==> src/rtl/usb_stream_in_ep_pkg.sv <==
// usb_stream_in_ep_pkg: shared endpoint FSM states and sizing helper
package usb_stream_in_ep_pkg;
  typedef enum logic [1:0] {IDLE, REQ, FILL, WAIT_ACK} ep_state_t;
  function automatic int clog2(input int v);
    int r = 0;
    for (int i = 0; i < 31; i++) if ((1 << i) < v) r = i + 1;
    return r;
  endfunction
endpackage

==> src/rtl/usb_sync_fifo.sv <==
// usb_sync_fifo: synchronous FIFO with flush, first-word-fallthrough head
module usb_sync_fifo
  import usb_stream_in_ep_pkg::*;
#(
  parameter int WIDTH = 8,
  parameter int DEPTH = 128
) (
  input  logic                   clk,
  input  logic                   reset,
  input  logic                   flush,
  input  logic                   push,
  input  logic [WIDTH-1:0]       din,
  input  logic                   pop,
  output logic [WIDTH-1:0]       dout,
  output logic                   full,
  output logic                   empty,
  output logic [clog2(DEPTH):0]  level
);
  localparam int AW = clog2(DEPTH);
  localparam int LW = AW + 1;
  logic [WIDTH-1:0] mem [DEPTH];
  logic [AW-1:0] wr_ptr, rd_ptr;
  logic do_push, do_pop;
  assign full = level == LW'(DEPTH);
  assign empty = level == '0;
  assign do_push = push && !full;
  assign do_pop = pop && !empty;
  assign dout = mem[rd_ptr];
  always_ff @(posedge clk) if (do_push) mem[wr_ptr] <= din;
  always_ff @(posedge clk) begin
    if (reset || flush) begin
      wr_ptr <= '0;
      rd_ptr <= '0;
      level <= '0;
    end else begin
      wr_ptr <= wr_ptr + AW'(do_push);
      rd_ptr <= rd_ptr + AW'(do_pop);
      level <= level + LW'(do_push) - LW'(do_pop);
    end
  end
endmodule

==> src/rtl/usb_stream_in_ep.sv <==
// usb_stream_in_ep: bulk IN endpoint packetising a byte stream for one PE IN slot
module usb_stream_in_ep
  import usb_stream_in_ep_pkg::*;
#(
  parameter int MAX_PACKET   = 64,
  parameter int FIFO_DEPTH   = 128,
  parameter int FLUSH_FRAMES = 1,
  parameter bit ZLP_EN       = 1'b1,
  parameter int HOST_TIMEOUT = 144000
) (
  input  logic                         clk,
  input  logic                         reset,
  input  logic                         enable,
  input  logic                         halt,
  input  logic [7:0]                   in_data,
  input  logic                         in_valid,
  output logic                         in_ready,
  input  logic                         sof_valid,
  output logic                         in_ep_req,
  input  logic                         in_ep_grant,
  input  logic                         in_ep_data_free,
  output logic                         in_ep_data_put,
  output logic [7:0]                   in_ep_data,
  output logic                         in_ep_data_done,
  output logic                         in_ep_stall,
  input  logic                         in_ep_acked,
  output logic                         host_present,
  output logic [clog2(FIFO_DEPTH):0]   fifo_level
);
  localparam int LW = clog2(FIFO_DEPTH) + 1;
  localparam int PW = clog2(MAX_PACKET + 1);
  localparam int FW = clog2(FLUSH_FRAMES + 1);
  localparam int TW = clog2(HOST_TIMEOUT + 1);
  localparam logic [TW-1:0] TMAX = TW'(HOST_TIMEOUT);
  ep_state_t state;
  logic [PW-1:0] pkt_len, sent;
  logic [FW-1:0] frame_age;
  logic [TW-1:0] host_timer;
  logic zlp_pending, full, empty, push, timeout, full_pkt, aged, start;
  assign in_ready = enable && host_present && !full;
  assign push = in_valid && in_ready;
  assign timeout = host_timer == TW'(HOST_TIMEOUT - 1) && !sof_valid;
  assign full_pkt = fifo_level >= LW'(MAX_PACKET);
  assign aged = frame_age == FW'(FLUSH_FRAMES);
  assign start = host_present && (full_pkt || (fifo_level != '0 && aged) ||
                 (ZLP_EN && zlp_pending && fifo_level == '0 && aged));
  assign in_ep_data_put = state == FILL && in_ep_grant && in_ep_data_free && !empty && sent < pkt_len;
  usb_sync_fifo #(.WIDTH(8), .DEPTH(FIFO_DEPTH)) u_fifo (
    .clk   (clk),
    .reset (reset),
    .flush (timeout),
    .push  (push),
    .din   (in_data),
    .pop   (in_ep_data_put),
    .dout  (in_ep_data),
    .full  (full),
    .empty (empty),
    .level (fifo_level)
  );
  always_ff @(posedge clk) begin
    if (reset) begin
      state <= IDLE;
      in_ep_req <= 1'b0;
      in_ep_data_done <= 1'b0;
      in_ep_stall <= 1'b0;
      host_present <= 1'b0;
      host_timer <= '0;
      frame_age <= '0;
      zlp_pending <= 1'b0;
      pkt_len <= '0;
      sent <= '0;
    end else begin
      in_ep_stall <= halt;
      host_timer <= sof_valid ? '0 : host_timer + TW'(host_timer != TMAX);
      if (sof_valid) host_present <= 1'b1;
      else if (timeout) host_present <= 1'b0;
      frame_age <= (push || in_ep_acked) ? '0 : frame_age + FW'(sof_valid && !aged);
      // host loss abandons the packet in flight; the PE drops it on its side
      if (timeout) begin
        state <= IDLE;
        in_ep_req <= 1'b0;
        in_ep_data_done <= 1'b0;
        zlp_pending <= 1'b0;
      end else begin
        case (state)
          IDLE: if (start) begin
            state <= REQ;
            in_ep_req <= 1'b1;
            pkt_len <= full_pkt ? PW'(MAX_PACKET) : PW'(fifo_level);
            sent <= '0;
          end
          REQ: if (in_ep_grant) state <= FILL;
          FILL: if (sent == pkt_len) begin
            state <= WAIT_ACK;
            in_ep_req <= 1'b0;
            in_ep_data_done <= 1'b1;
          end else sent <= sent + PW'(in_ep_data_put);
          WAIT_ACK: if (in_ep_acked) begin
            state <= IDLE;
            in_ep_data_done <= 1'b0;
            zlp_pending <= pkt_len == PW'(MAX_PACKET);
          end
          default: state <= IDLE;
        endcase
      end
    end
  end
endmodule

==> config.mk <==
export PLATFORM = sky130hd
export DESIGN_NAME = usb_stream_in_ep
export DESIGN_NICKNAME = d
export VERILOG_FILES = /design/src/rtl/usb_stream_in_ep_pkg.sv /design/src/rtl/usb_sync_fifo.sv /design/src/rtl/usb_stream_in_ep.sv
export SDC_FILE = /design/constraint.sdc
export NUM_CORES = 1
export LEC_CHECK = 0
export BUFFER_PORTS_ARGS = -buffer_cell sky130_fd_sc_hd__buf_2
export CORE_ASPECT_RATIO = 0.7
export CORE_MARGIN = 2
export CORE_UTILIZATION = 35
export CTS_BUF_LIST = sky130_fd_sc_hd__clkbuf_4
export DETAILED_ROUTE_END_ITERATION = 12
export GPL_ROUTABILITY_DRIVEN = 0
export HOLD_SLACK_MARGIN = 0.15
export MAX_ROUTING_LAYER = met4
export PLACE_DENSITY = 0.59
export SLEW_MARGIN = 20
export SYNTH_ARGS = -nofsm -noshare
export SYNTH_HDL_FRONTEND = slang
export SYNTH_SLANG_ARGS = --single-unit
==> constraint.sdc <==
create_clock -name clk -period 3 [get_ports clk]
set_input_delay 0 -clock clk [delete_from_list [all_inputs] [get_ports clk]]
set_output_delay 0 -clock clk [all_outputs]
set_load 0.03 [all_outputs]
## After elaboration in Yosys (flattened, before gate mapping)

Memories as Yosys holds them, arrays and structs flattened. A register that Yosys moved wholly into a read port is not among the register bits.
Cells that the tools add are included.

- RAM bits: 1024
- Latch bits: 0
- Bits in registers: 62
- Word-level logic and storage cells: 95
- Memories kept: 1
- Bits in read-only memories: 0

Memories:

| memory | depth | bits a word | rd ports | clocked after Yosys merged registers in | write ports | line | source |
|---|---|---|---|---|---|---|---|
| u_fifo.mem | 128 | 8 | 1 | 1 | 1 | usb_sync_fifo.sv:21 | `logic [WIDTH-1:0] mem [DEPTH];` |

- Div/mod/pow operators: 0
- Reductions and logical operators: 38
- Shift-type cells: 0
- Equal/unequal tests: 13
- $mul: 0
- Multiplexer cells: 20
- Bitwise operators: 1
- Add/sub/neg operators: 7
- $lt $le $gt $ge: 2

Operators by type and width:

| cell | count |
|---|---|
| 7-bit 2-to-1 mux | 4 |
| 7-bit by 1-bit adder with 7-bit output | 3 |
| 18-bit by 1-bit adder with 18-bit output | 1 |
| 18-bit == test (second input constant) | 1 |
| 18-bit != test (second input constant) | 1 |
| 1-bit logical AND | 15 |
| 7-bit one-hot mux with 2 select lines | 1 |
| 3-bit AND reduction | 3 |
| 8-bit by 1-bit adder with 8-bit output | 1 |
| 8-bit == test (second input constant) | 1 |
| 8-bit by 7-bit greater-or-equal comparator with 1-bit output (second input constant) | 1 |
| 8-bit zero test | 1 |
| 1-bit 2-to-1 mux | 8 |
| 2-bit 2-to-1 mux | 4 |
| 2-bit != test (second input constant) | 4 |
| 2-bit one-hot mux with 4 select lines | 1 |
| 4-bit AND reduction | 2 |
| 8-bit nonzero test | 1 |
| 8-bit by 1-bit subtractor with 8-bit output | 1 |
| 7-bit == test | 1 |
| 7-bit == test (second input constant) | 1 |
| 7-bit < comparator | 1 |
| 2-bit nonzero test | 3 |
| 2-bit OR reduction | 3 |
| 10 further kinds | 18 |

## Depth between registers and ports, before layout

- Depth in word-level cells: 8
- Mapped depth: 17

## Cells and area by module

From an unflattened synthesis, not the netlist that was laid out.

- Cell total of the unflattened synthesis: 2308
- Area, all modules: 43158.9 sq um

Modules (own cells, without submodules):

| module | instances | area each (sq um) | cells an instance |
|---|---|---|---|
| usb_sync_fifo | 1 | 40949.3 | 2047 |
| usb_stream_in_ep | 1 | 2209.6 | 261 |

## Worst setup path before layout

Ideal clock, no wire load.

- Kind: register -> register
- Start: register u_fifo.level[2]
- End: register u_fifo.level[6]
- Setup slack: -0.405 ns
- Required time: 2.869 ns
- Cell stages (with the launch flop): 16
- Data arrival time: 3.274 ns
- Clock period less this slack: 3.405 ns
- Path through: dfxtp_1 > inv_1 > ha_1 > nor4bb_1 > a21oi_1 > nand2_1 > inv_1 > ha_1 > inv_1 > fa_1 > nand2b_1 > a21oi_1 > o21ai_0 > a21oi_1 > o21a_1 > nor3_1

- Cells in the longest elaborated chain, start to end: 7
- Elaborated cells between the ends (all ways): 12

RTL lines:

| what | line | source |
|---|---|---|
| start: declaration | usb_sync_fifo.sv:17 | `output logic [clog2(DEPTH):0] level` |
| start signal: assignment | usb_sync_fifo.sv:38 | `level <= level + LW'(do_push) - LW'(do_pop);` |
| 8-bit == test | usb_sync_fifo.sv:24 | `assign full = level == LW'(DEPTH);` |
| 1-bit zero test | usb_stream_in_ep.sv:40 | `assign in_ready = enable && host_present && !full;` |
| 1-bit logical AND | usb_stream_in_ep.sv:40 |  |
| named net in_ready | usb_stream_in_ep.sv:17 | `output logic in_ready,` |
| 1-bit logical AND | usb_stream_in_ep.sv:41 | `assign push = in_valid && in_ready;` |
| 1-bit logical AND | usb_sync_fifo.sv:26 | `assign do_push = push && !full;` |
| 8-bit by 1-bit adder with 8-bit output | usb_sync_fifo.sv:38 |  |
| 8-bit by 1-bit subtractor with 8-bit output | usb_sync_fifo.sv:38 |  |

The timed path passes the listed nets, and every way through them passes these cells.
A chain may end at the register's enable or synchronous reset.

==> impl_table.tex <==
\begin{tabular}{lr}
\hline
Metric & Value \\
\hline
\multicolumn{2}{l}{\textbf{Power}} \\
\quad Worst VDD drop & 0.397 mV \\
\quad Total leakage power & 16.8 nW \\
\quad Net switching power figure & 6.89 mW \\
\quad Share of power burned in registers & 55.4\% \\
\quad Switching part of the total power & 22.9\% \\
\quad Total power divided by cell area & 571 nW/um2 \\
\quad Total internal power & 23.2 mW \\
\quad Portion of total power attributed to combinational logic & 5.5\% \\
\quad Clock network fraction of design power & 39.1\% \\
\quad Design Power & 30.1 mW \\
\multicolumn{2}{l}{\textbf{Floorplanning}} \\
\quad Num rows & 107 \\
\quad Initial Util & 35.2\% \\
\quad Area of the placeable core & 121000 um2 \\
\quad X dimension of the die & 422 um \\
\quad Area enclosed by the die boundary & 125000 um2 \\
\quad Vertical die dimension & 296 um \\
\quad I/O pins & 39 \\
\multicolumn{2}{l}{\textbf{Routing}} \\
\quad Total wirelength of the detailed-routed design & 111000 um \\
\quad Total DRC errors in the routed layout & 0 \\
\quad Post-detailed-route wirelength per cell & 24.2 um \\
\quad Number of search-and-repair iterations in the first detailed-routing pass & 5 \\
\quad Violation count after the first detailed-routing iteration & 2863 \\
\quad Routed via count & 23931 \\
\quad Via/cell ratio & 5.19 \\
\quad Routed Antenna Nets & 0 \\
\multicolumn{2}{l}{\textbf{Critical path}} \\
\quad Kind of end point of the critical path & output port \\
\quad Arr. time, crit path & 3.79 ns \\
\quad Data required, critical path & 3.00 ns \\
\quad Cell at the slowest stage of the critical path & sky130\_fd\_sc\_hd\_\_mux4\_2 \\
\quad Most numerous cell on the critical path & sky130\_fd\_sc\_hd\_\_buf\_12 \\
\quad Maximum fanout along the worst path & 8 \\
\quad Longest individual stage delay on the worst path & 0.54 ns \\
\quad Crit Path Category & reg2out \\
\quad Sequence of cells on the critical path & buf\_12 > buf\_12 > buf\_16 > mux4\_2 > mux2i\_4 > o2111ai\_4 > a221oi\_2 > buf\_4 > nor2\_4 > buf\_6 \\
\quad Startpoint class of the critical path & flop \\
\multicolumn{2}{l}{\textbf{Synth}} \\
\quad Most used DFF post-synth & sky130\_fd\_sc\_hd\_\_edfxtp\_1 \\
\quad Complex-gate fraction of the synthesized area & 3.03\% \\
\quad Yosys reg bits & 1086 \\
\quad Multiplexer share of the synthesized area & 14.9\% \\
\quad Synthesized area per cell & 19.2 um2 \\
\quad Asr flop ratio synth & 0\% \\
\quad Post-synthesis instance area & 42700 um2 \\
\quad Number of synthesized flops with an enable pin & 1024 \\
\quad Sequential-to-total area share from yosys stat & 74.8\% \\
\quad Main combinational cell family by area after synthesis & multiplexers \\
\quad Synth Area in Adders & 0.984\% \\
\quad Post-synth net total & 2274 \\
\quad Total number of yosys warnings & 0 \\
\quad Xor and xnor fraction of the mapped netlist area & 0.574\% \\
\quad Cell variety after synth & 54 \\
\quad Gate Count Post-Synth & 2224 \\
\quad Fraction of the mapped netlist area in simple logic gates & 3.97\% \\
\multicolumn{2}{l}{\textbf{Status}} \\
\quad Outcome & complete, but fails checks \\
\quad Violated checks & setup timing \\
\multicolumn{2}{l}{\textbf{Clock network}} \\
\quad Clock tree from TritonCTS & built \\
\quad H-tree Lvls & 4 \\
\quad Max clock buf depth & 3 \\
\quad Root cell of the clock tree & sky130\_fd\_sc\_hd\_\_clkbuf\_4 \\
\quad TritonCTS sink count & 1086 \\
\quad CTS Buf Count & 241 \\
\quad Clk slew on worst S/H paths & 0.08 ns \\
\quad Clock latency of the later-clocked register in the worst-skew pair & 1.19 ns \\
\multicolumn{2}{l}{\textbf{Finish}} \\
\quad Layout Cells excl Fill & 4607 \\
\quad Synthesis-to-layout area growth & 23.1\% \\
\quad Net count, final & 2821 \\
\quad Ratio of cells with drive above 1 in the final layout & 39.2\% \\
\quad Final core utilization & 43.3\% \\
\quad Finished Cell Area & 52600 um2 \\
\quad Area of combinational cells with multiple inputs & 11000 um2 \\
\quad Storage cell area & 32000 um2 \\
\quad Fill cell instance count of the final layout & 10565 \\
\multicolumn{2}{l}{\textbf{Place}} \\
\quad Dpl cells & 4083 \\
\quad Standard cell area after detailed placement & 47100 um2 \\
\quad Post-detailed-placement half-perimeter wirelength & 67900 um \\
\quad Port Buf Inserts & 38 \\
\multicolumn{2}{l}{\textbf{Timing}} \\
\quad Max-slew headroom & 29.3\% \\
\quad Shortest clock period the worst path allows after layout & 3.79 ns \\
\quad Number of hold violations in the final report & 0 \\
\quad Transition time at the pin with the least slew margin & 1.06 ns \\
\quad Final setup violation count & 8 \\
\quad Maximum clock rate & 264 MHz \\
\quad Post-route setup slack & -0.789 ns \\
\quad Max Clock Skew & 0.0741 ns \\
\quad Worst hold margin & 0.292 ns \\
\quad Unrepaired setup endpoints after global routing & yes \\
\quad Count of pins over their slew limit & 0 \\
\quad Portion of the clock cycle consumed by the worst path in the final layout & 126\% \\
\multicolumn{2}{l}{\textbf{Global routing}} \\
\quad Number of global-route vias before repair & 24277 \\
\quad Total routing resource utilization after global routing & 18.4\% \\
\quad Global-route wire length before repair & 163000 um \\
\quad Maximum number of pins on one net before global-route repair & 81 \\
\quad Overflow after GRT & 0 \\
\quad Antenna violations before repair & 3 \\
\multicolumn{2}{l}{\textbf{Run}} \\
\quad Maximum Capacitance Violations & 0 \\
\multicolumn{2}{l}{\textbf{Hold path}} \\
\quad Worst min-delay path category & in2reg \\
\hline
\end{tabular}
critical path: cells and delay by family (launching register included):
family | cells | cell delay [ns]
buffers and inverters | 5 | 0.78
multiplexers | 2 | 0.78
AO/OA/AOI/OAI | 2 | 0.53
flip-flops | 1 | 0.42
AND/OR/NAND/NOR | 1 | 0.05
path summary, 6_finish.rpt:
check	startpoint	to	slack (ns)	cells after the start
max	u_fifo.rd_ptr[0]	in_ep_data[1]	-0.79	10
min	enable	u_fifo.mem[102][2]	0.29	8
max reg2reg	u_fifo.level[5]	u_fifo.level[6]	0.04	16
min reg2reg	zlp_pending	zlp_pending	0.48	2
metrics by stage:
stage	TNS, ns	worst slack (ns)
floorplan	0	0.0161
global placement	-0.384	-0.207
detailed placement	-0.528	-0.258
CTS	-7.24	-0.934
global route	-7.64	-0.964
finish	-6.03	-0.789
power groups by stage:
stage | logic [mW] | registers (mW) | clock network, mW
final | 1.65 | 16.7 | 11.8
after global routing | 1.79 | 16.7 | 12.8
after CTS | 1.58 | 16.6 | 12.1
after detailed placement | 1.40 | 17.0 | 0
after global placement | 1.35 | 17.0 | 0
after floorplan | 0.647 | 17.1 | 0
synth_stat cells (5+ instances only):
| cell type | count | area (um2) |
|---|---|---|
| sky130_fd_sc_hd__edfxtp_1 | 1024 | 30700 |
| sky130_fd_sc_hd__mux4_2 | 238 | 5360 |
| sky130_fd_sc_hd__nor2_1 | 197 | 739 |
| sky130_fd_sc_hd__mux2i_1 | 101 | 1010 |
| sky130_fd_sc_hd__nand2_1 | 84 | 315 |
| sky130_fd_sc_hd__clkbuf_1 | 62 | 233 |
| sky130_fd_sc_hd__dfxtp_1 | 62 | 1240 |
| sky130_fd_sc_hd__inv_1 | 41 | 154 |
| sky130_fd_sc_hd__a21oi_1 | 32 | 160 |
| sky130_fd_sc_hd__ha_1 | 32 | 400 |
| sky130_fd_sc_hd__nand3_1 | 31 | 155 |
| sky130_fd_sc_hd__o21ai_0 | 29 | 145 |
| sky130_fd_sc_hd__a22oi_1 | 26 | 195 |
| sky130_fd_sc_hd__buf_2 | 24 | 120 |
| sky130_fd_sc_hd__a221oi_1 | 23 | 201 |
| sky130_fd_sc_hd__a211oi_1 | 18 | 135 |
| sky130_fd_sc_hd__buf_1 | 18 | 67.6 |
| sky130_fd_sc_hd__o22ai_1 | 17 | 106 |
| sky130_fd_sc_hd__xor2_1 | 17 | 149 |
| sky130_fd_sc_hd__o2111ai_1 | 16 | 140 |
| sky130_fd_sc_hd__xnor2_1 | 11 | 96.3 |
| sky130_fd_sc_hd__buf_4 | 10 | 75.1 |
| sky130_fd_sc_hd__nand4_1 | 9 | 56.3 |
| sky130_fd_sc_hd__nor2b_1 | 9 | 56.3 |
| sky130_fd_sc_hd__o211ai_1 | 8 | 60.1 |
| sky130_fd_sc_hd__o21ai_1 | 8 | 40.0 |
| sky130_fd_sc_hd__nor3_1 | 7 | 35.0 |
| sky130_fd_sc_hd__and3_1 | 6 | 37.5 |
| sky130_fd_sc_hd__a31oi_1 | 5 | 31.3 |
| sky130_fd_sc_hd__buf_6 | 5 | 56.3 |
| sky130_fd_sc_hd__nor4_1 | 5 | 31.3 |
layer usage:
layer	vias up	part of all wire [%]	wire (um)	track usage (%)
met4	0	1.7	1840	5.27
li1	10318	-	-	-
met2	1043	44	48700	25.9
met5	-	0	0	-
met3	146	8.8	9850	3.94
met1	12424	46	51000	26.8
final cells by class:
cell class,count,share of cell area (%)
Multi-Input combinational cell,977,20.9
Sequential cell,1086,60.9
Clock buffer,366,5.22
Clock inverter,73,0.797
Inverter,42,0.309
Antenna cell,5,0.0238
Tap cell,1635,3.89
Timing Repair Buffer,423,7.97
kinds of logic after synthesis:
family                     count (synthesis)
muxes                                    340
DFF                                     1086
and+or+nand+nor                          384
AOI/OAI and AO/OA                        192
buffers and inverters                    161
adders and majority gates                 33
xor gates and xnor gates                  28
cell usage in the layout (no fill, tap or decap), drive strengths merged, types with 8 or more instances in the layout:
cell type       n
nor2          197
dlygate4sd3    37
o211ai          8
a211oi         18
mux2i         101
a22oi          26
xnor2          11
dfxtp          62
edfxtp       1024
nand4           9
mux4          238
inv            43
buf           382
clkinv         63
nand3          31
a21oi          32
o21ai          37
xor2           17
nor2b           9
o22ai          17
ha             32
nand2          84
a221oi         23
o2111ai        16
clkbuf        367
sequential cells by signal (all words and copies together) (netlist names):
name             count
u_fifo.wr_ptr        7
state                2
in_ep_data_done      1
host_present         1
in_ep_stall          1
u_fifo.level         8
in_ep_req            1
u_fifo.rd_ptr        7
pkt_len              7
aged                 1
sent                 7
host_timer          18
zlp_pending          1
u_fifo.mem        1024
repair_timing:
action | 4_1_cts | 5_1_grt
gates resized for setup | 194 | 53
cloned | 8 | 1
setup endpoints to repair | 12 | 203
setup buffers | 28 | 2
pin swaps | 32 | 32
hold buffers | 45 | 0
hold endpoints to repair | 2076 | 0
(Power assumes the default switching activity.)
